`src/rtl/muldiv_ctrl_pkg.sv`:
```
// Shared definitions for the HI/LO multiply/divide sequencer: bus widths,
// op and state encodings, and a sign helper used by the divide fix-up.
package muldiv_ctrl_pkg;

   localparam int DATA_W  = 32;
   localparam int DDATA_W = 2 * DATA_W;

   typedef enum logic [1:0] {
      OP_MULT  = 2'b00,
      OP_MULTU = 2'b01,
      OP_DIV   = 2'b10,
      OP_DIVU  = 2'b11
   } op_e;

   typedef enum logic [1:0] {
      ST_IDLE     = 2'b00,
      ST_MUL_WAIT = 2'b01,
      ST_DIV_RUN  = 2'b10,
      ST_DONE     = 2'b11
   } state_e;

   // Two's-complement negate when neg is set; used for magnitudes and fix-up.
   function automatic logic [DATA_W-1:0] cond_neg(input logic [DATA_W-1:0] v,
                                                  input logic              neg);
      return neg ? (~v + DATA_W'(1)) : v;
   endfunction

endpackage

```
`src/rtl/muldiv_ctrl_div_iter.sv`:
```
// Restoring radix-2 divider on unsigned magnitudes: one quotient bit per
// cycle for 32 cycles after load. ready marks the cycle that computes the
// final bit; quotient/remainder carry that step's result combinationally so
// the controller can register them on the same edge.
module div_iter
   import muldiv_ctrl_pkg::*;
(
   input  logic              clk,
   input  logic              rst_n,
   input  logic              i_load,
   input  logic [DATA_W-1:0] i_dividend,
   input  logic [DATA_W-1:0] i_divisor,
   output logic              o_ready,
   output logic [DATA_W-1:0] o_quotient,
   output logic [DATA_W-1:0] o_remainder
);

   logic [DATA_W-1:0] r_rem;
   logic [DATA_W-1:0] r_quo;
   logic [DATA_W-1:0] r_div;
   logic [4:0]        r_step;
   logic              r_busy;

   logic [DATA_W:0]   w_shift;
   logic [DATA_W:0]   w_diff;
   logic [DATA_W-1:0] w_rem_nxt;
   logic [DATA_W-1:0] w_quo_nxt;

   // One trial subtraction: shift in the next dividend bit, keep the
   // difference when it does not borrow.
   always_comb begin
      w_shift   = {r_rem, r_quo[DATA_W-1]};
      w_diff    = w_shift - {1'b0, r_div};
      w_rem_nxt = w_shift[DATA_W-1:0];
      w_quo_nxt = {r_quo[DATA_W-2:0], 1'b0};
      if (!w_diff[DATA_W]) begin
         w_rem_nxt = w_diff[DATA_W-1:0];
         w_quo_nxt = {r_quo[DATA_W-2:0], 1'b1};
      end
   end

   assign o_ready     = r_busy && (r_step == 5'd31);
   assign o_quotient  = w_quo_nxt;
   assign o_remainder = w_rem_nxt;

   // Divider state: load restarts, otherwise step while busy.
   always_ff @(posedge clk or negedge rst_n) begin
      if (!rst_n) begin
         r_rem  <= '0;
         r_quo  <= '0;
         r_div  <= '0;
         r_step <= '0;
         r_busy <= 1'b0;
      end else if (i_load) begin
         r_rem  <= '0;
         r_quo  <= i_dividend;
         r_div  <= i_divisor;
         r_step <= '0;
         r_busy <= 1'b1;
      end else if (r_busy) begin
         r_rem  <= w_rem_nxt;
         r_quo  <= w_quo_nxt;
         r_step <= r_step + 5'd1;
         if (r_step == 5'd31) begin
            r_busy <= 1'b0;
         end
      end
   end

endmodule

```
`src/rtl/muldiv_ctrl.sv`:
```
// EX-stage HI/LO sequencer: issues multiplies to an external pipelined
// multiplier, runs the iterative divider, stalls the pipeline until the
// 64-bit {HI,LO} result is ready and pulses done for one cycle.
module muldiv_ctrl
   import muldiv_ctrl_pkg::*;
#(
   parameter int MUL_LATENCY = 3
)(
   input  logic               clk,
   input  logic               rst_n,
   input  logic               start,
   input  logic [1:0]         op,
   input  logic [DATA_W-1:0]  src_a,
   input  logic [DATA_W-1:0]  src_b,
   input  logic               flush,
   output logic               mul_start,
   output logic               mul_signed,
   output logic [DATA_W-1:0]  mul_a,
   output logic [DATA_W-1:0]  mul_b,
   input  logic [DDATA_W-1:0] mult_result,
   output logic               stall_req,
   output logic               done,
   output logic [DDATA_W-1:0] result
);

   localparam int              CNT_W = $clog2(MUL_LATENCY + 1);
   localparam logic [CNT_W-1:0] LAT_C = CNT_W'(MUL_LATENCY);
   localparam logic [CNT_W-1:0] ONE_C = CNT_W'(1);

   state_e             r_state;
   state_e             w_state_nxt;
   logic [CNT_W-1:0]   r_cnt;
   logic               r_mul_signed;
   logic               r_q_neg;
   logic               r_r_neg;

   logic               w_accept;
   logic               w_op_signed;
   logic               w_div_zero;
   logic               w_div_load;
   logic               w_cap_mul;
   logic               w_cap_div;
   logic               w_div_ready;
   logic [DATA_W-1:0]  w_quo;
   logic [DATA_W-1:0]  w_rem;

   assign w_op_signed = ~op[0];
   assign w_div_zero  = op[1] && (src_b == '0);
   assign w_div_load  = w_accept && op[1] && !w_div_zero;

   div_iter u_div_iter (
      .clk         (clk),
      .rst_n       (rst_n),
      .i_load      (w_div_load),
      .i_dividend  (cond_neg(src_a, w_op_signed & src_a[DATA_W-1])),
      .i_divisor   (cond_neg(src_b, w_op_signed & src_b[DATA_W-1])),
      .o_ready     (w_div_ready),
      .o_quotient  (w_quo),
      .o_remainder (w_rem)
   );

   // Next-state and control outputs; flush always returns to IDLE.
   always_comb begin
      w_state_nxt = r_state;
      w_accept    = 1'b0;
      w_cap_mul   = 1'b0;
      w_cap_div   = 1'b0;
      case (r_state)
         ST_IDLE: begin
            if (start && !flush) begin
               w_accept = 1'b1;
               if (!op[1])          w_state_nxt = ST_MUL_WAIT;
               else if (w_div_zero) w_state_nxt = ST_DONE;
               else                 w_state_nxt = ST_DIV_RUN;
            end
         end
         ST_MUL_WAIT: begin
            if (flush) begin
               w_state_nxt = ST_IDLE;
            end else if (r_cnt == LAT_C) begin
               w_cap_mul   = 1'b1;
               w_state_nxt = ST_DONE;
            end
         end
         ST_DIV_RUN: begin
            if (flush) begin
               w_state_nxt = ST_IDLE;
            end else if (w_div_ready) begin
               w_cap_div   = 1'b1;
               w_state_nxt = ST_DONE;
            end
         end
         default: w_state_nxt = ST_IDLE;
      endcase
   end

   assign stall_req  = ((r_state == ST_IDLE) && start && !flush) ||
                       (r_state == ST_MUL_WAIT) || (r_state == ST_DIV_RUN);
   assign done       = (r_state == ST_DONE) && !flush;
   assign mul_start  = (r_state == ST_MUL_WAIT) && (r_cnt == ONE_C);
   assign mul_signed = r_mul_signed;

   // State register.
   always_ff @(posedge clk or negedge rst_n) begin
      if (!rst_n) r_state <= ST_IDLE;
      else        r_state <= w_state_nxt;
   end

   // Operand latch, multiply latency counter and result capture.
   always_ff @(posedge clk or negedge rst_n) begin
      if (!rst_n) begin
         r_cnt        <= '0;
         r_mul_signed <= 1'b0;
         r_q_neg      <= 1'b0;
         r_r_neg      <= 1'b0;
         mul_a        <= '0;
         mul_b        <= '0;
         result       <= '0;
      end else begin
         if (w_accept) begin
            mul_a        <= src_a;
            mul_b        <= src_b;
            r_mul_signed <= (op == OP_MULT);
            r_q_neg      <= w_op_signed & (src_a[DATA_W-1] ^ src_b[DATA_W-1]);
            r_r_neg      <= w_op_signed & src_a[DATA_W-1];
            r_cnt        <= ONE_C;
            if (w_div_zero) begin
               result <= {src_a, {DATA_W{1'b1}}};
            end
         end else if (r_state == ST_MUL_WAIT) begin
            r_cnt <= r_cnt + ONE_C;
         end else begin
            r_cnt <= '0;
         end
         if (w_cap_mul) begin
            result <= mult_result;
         end
         if (w_cap_div) begin
            result <= {cond_neg(w_rem, r_r_neg), cond_neg(w_quo, r_q_neg)};
         end
      end
   end

endmodule
```
`config.mk`:
```
export PLATFORM = sky130hd
export DESIGN_NAME = muldiv_ctrl
export DESIGN_NICKNAME = d
export VERILOG_FILES = /design/src/rtl/muldiv_ctrl_pkg.sv /design/src/rtl/muldiv_ctrl_div_iter.sv /design/src/rtl/muldiv_ctrl.sv
export SDC_FILE = /design/constraint.sdc
export NUM_CORES = 1
export LEC_CHECK = 0
export ABC_AREA = 0
export CORE_MARGIN = 3
export CORE_UTILIZATION = 59
export CTS_CLUSTER_DIAMETER = 150
export DETAILED_ROUTE_END_ITERATION = 10
export PLACE_DENSITY = 0.87
export SLEW_MARGIN = 20
export SYNTH_ARGS = -nofsm -noshare
export SYNTH_HDL_FRONTEND = slang
export SYNTH_HIERARCHICAL = 1
export SYNTH_SLANG_ARGS = --single-unit
```
`constraint.sdc`:
```
create_clock -name clk -period 7.64 [get_ports clk]
set_input_delay 0.764 -clock clk [delete_from_list [all_inputs] [get_ports clk]]
set_output_delay 0.764 -clock clk [all_outputs]
set_load 0.01 [all_outputs]
```
==> key figures <==
Placement
  • Port bufs: between 200 and 300
  • Post-DP Area: ~18000 µm²
  • GP Congestion: 0.998
  • Estimated wirelength of the detail-placed design: 37400 µm

Global route
  • GRT Util Overall: 34.8%
  • First-pass GRT wire length: roughly 80000 µm
  • Initial antenna violation count: 0
  • Largest net degree at the start of global routing: roughly 110
  • Vias in the first global route: 14400
  • Remaining global-route overflow: 0

Worst setup path
  • CP Capture Type: flop
  • Setup crit start: u_div_iter/r_quo[31]
  • Critical path endpoint: result[61]
  • CP required: 8090 ps
  • Critical path class: flop to flop
  • Worst-path fanout max: 28
  • Critical Path Source Type: flop
  • Reg2reg end: result[61]
  • R2r startpoint: u_div_iter/r_quo[31]
  • Worst-case reg-to-reg path depth: 18
  • Arrival time worst endpoint: between 6000 and 7000 ps
  • Worst R2R Setup Slack: approximately 1900 ps

Yosys
  • Syn Nets: roughly 2000
  • Yosys cell types: about 70
  • Count leader, synth: nand2_1
  • Sequential area share after synthesis: between 30% and 40%
  • Mapped Cells: 1857
  • Synth area leaders: dfrtp_1 38%, nand2_1 8.3%, o21ai_0 4.7%, xor2_1 4.6%, xnor2_1 3.6%
  • Area leader, netlist: dfrtp_1
  • Synth top area share: 38.0%
  • Post-synthesis instance area: 15600 µm²
  • Number of flops mapped to enable cells by yosys: 0
  • Flops & latches, synth: about 240
  • FFs w/ async S/R, synth: 100%
  • Syn. warnings: 6
  • Synth top cells by count: 343 x nand2_1, 237 x dfrtp_1, 145 x o21ai_0
  • Post-synth top flop: dfrtp_1
  • Avg Cell Area, Syn: between 8 and 9 µm²

STA
  • Final Hold Fails: 0
  • Slew Limit Fails: 0
  • Slew @ Worst Pin: 1110 ps
  • Tmin final: 5720 ps
  • Setup TNS: 0 ps
  • Period utilization: between 70 and 80%
  • Slew HR: about a quarter
  • Setup Viol. Count Final: 0
  • RSZ-0062 raised after global routing: no
  • Worst Skew: about 14 ps
  • Fmax: approximately 170 MHz

Floorplan
  • Starting Density: 60.9%
  • CORE AREA: approximately 26000 µm²
  • Vert. Die Dim: approximately 170 µm
  • Die Width: 169 µm
  • # IOs: 266
  • Die area: approximately 28000 µm²
  • Site Rows: 58

Final layout
  • Register area: just under 6000 µm²
  • Final instance area: around 19000 µm²
  • Ant. Diodes: 0
  • Layout area overhead: 21.8%
  • Proportion of layout cells with a drive suffix above 1: approximately 6.3%
  • Footprint of the multi-input gates: 8730 µm²
  • Final #Nets: between 2000 and 2500
  • Fillers: around 1900

Clock tree
  • Sink Count: about 240
  • CTS tree: built
  • Post-CTS sizing: 0
  • # hold bufs at CTS: 0
  • H-tree Lvls: 1
  • Setup repair bufs after CTS: 0
  • Root Driver: clkbuf_16
  • Clock buffer depth: 3
  • TritonCTS Buffers: 27
  • Clock transition at path regs: 60 ps
  • Clock latency on the worst-skew pair: around 550 ps

Status
  • Status: finished, final reports clean

Power
  • Maximum VDD drop: between 0.3 and 0.4 mV
  • P per Cell Area: between 500 and 600 nW/µm²
  • Pleak: ~8.4 nW

Detailed routing
  • Via-per-instance ratio: ~6.4
  • Detail Route Antenna Nets: 0
  • Starting DRT DRC Count: around 2000
  • DRT Pass-1 Iters: 6
  • Detailed-route via count: approximately 15000
  • # DRC: 0
  • DRT Wirelength: between 50000 and 60000 µm
  • WL/cell: between 20 and 25 µm

Hold path
  • Hold/Removal Path Class: input pin to async pin

Run
  • Max_cap viols: 0
## cell families (layout without fill, tap and decap cells)
logic type | Yosys count | after routing | share of synthesized area, %
fa+ha+maj | 46 | 46 | 3.74
compound gates | 443 | 443 | 18.2
simple gates | 690 | 690 | 19.8
buf+inv | 212 | 399 | 6.17
xor+xnor | 148 | 148 | 8.36
mux | 81 | 81 | 5.78
flops | 237 | 237 | 38.0
## power breakdown
group / switching, W / total, W / internal, W
sequential: 0.000543 / 0.00244 / 0.00189
combinational: 0.00360 / 0.00639 / 0.00279
clock: 0.000547 / 0.00130 / 0.000751
total: 0.00469 / 0.0101 / 0.00544
## through the flow
stage | hold WS (ps) | total power (W) | util [%] | worst slack, ps | instances
global route | 308 | 0.0108 | 74.2 | 1630 | 2374
CTS | 296 | 0.00998 | 74.2 | 1970 | 2374
floorplan | 459 | 0.00665 | - | 2810 | 1857
detailed placement | 463 | 0.00863 | 70.7 | 2000 | 2324
finish | 220 | 0.0101 | 74.2 | 1920 | 2374
global placement | 458 | 0.00841 | 70.7 | 2140 | 2324
## worst max-delay path: stages, from the launching register on
cell,delay [ps]
dfrtp_1,370
inv_1,80
ha_1,180
inv_1,60
fa_1,410
a21o_1,200
a221o_1,400
a21oi_4,220
o41ai_4,140
a21oi_2,200
xor2_2,80
buf_4,210
inv_2,600
mux2_2,470
or4_1,600
or3_1,540
o41ai_1,500
xor2_1,110
a211oi_1,250
## flip-flops by register name, summed over array words and instances, names as in the netlist
register,cells
mul_b,32
mul_a,32
u_div_iter/r_busy,1
u_div_iter/r_quo,32
u_div_iter/r_div,32
r_r_neg,1
u_div_iter/r_rem,32
result,64
r_cnt,2
mul_signed,1
r_q_neg,1
u_div_iter/r_step,5
r_state,2
## worst min path at each step
| stage | slack [ps] | end | from |
|---|---|---|---|
| 2_1_floorplan | 460 | r_cnt[0] | r_cnt[0] |
| 3_3_place_gp | 460 | mul_b[16] | mul_b[16] |
| 3_5_place_dp | 460 | mul_a[12] | mul_a[12] |
| 4_1_cts | 300 | result[32] | rst_n |
| 5_1_grt | 310 | result[39] | rst_n |
| 6_report | 220 | result[39] | rst_n |
## cell usage in the layout, fill, tap and decap left out, types with 18 or more instances in the layout
master	count
a21o_1	18
a21oi_1	80
buf_4	18
clkbuf_16	27
clkdlybuf4s50_1	264
dfrtp_1	236
ha_1	45
inv_1	65
mux2i_1	54
nand2_1	343
nand3_1	31
nor2_1	137
nor3_1	57
o21ai_0	145
o22ai_1	27
o31ai_1	49
o41ai_1	25
or3_1	18
xnor2_1	65
xor2_1	82
## layer usage
metal / GRT usage, % / share of wire, %
met1: 48.1 / 39
met2: 54.6 / 45
met3: 5.70 / 11
met4: 15.2 / 4.8
met5: 0 / 0
## cell type report
type	instances	share of cell area (%)
Inverter	66	1.30
Clock buffer	35	3.87
Multi-Input combinational cell	1408	45.9
Clock inverter	15	0.777
Sequential cell	237	31.2
Tap cell	330	2.17
Timing Repair Buffer	283	14.7
Note: power is estimated with default switching activity, not from simulation.
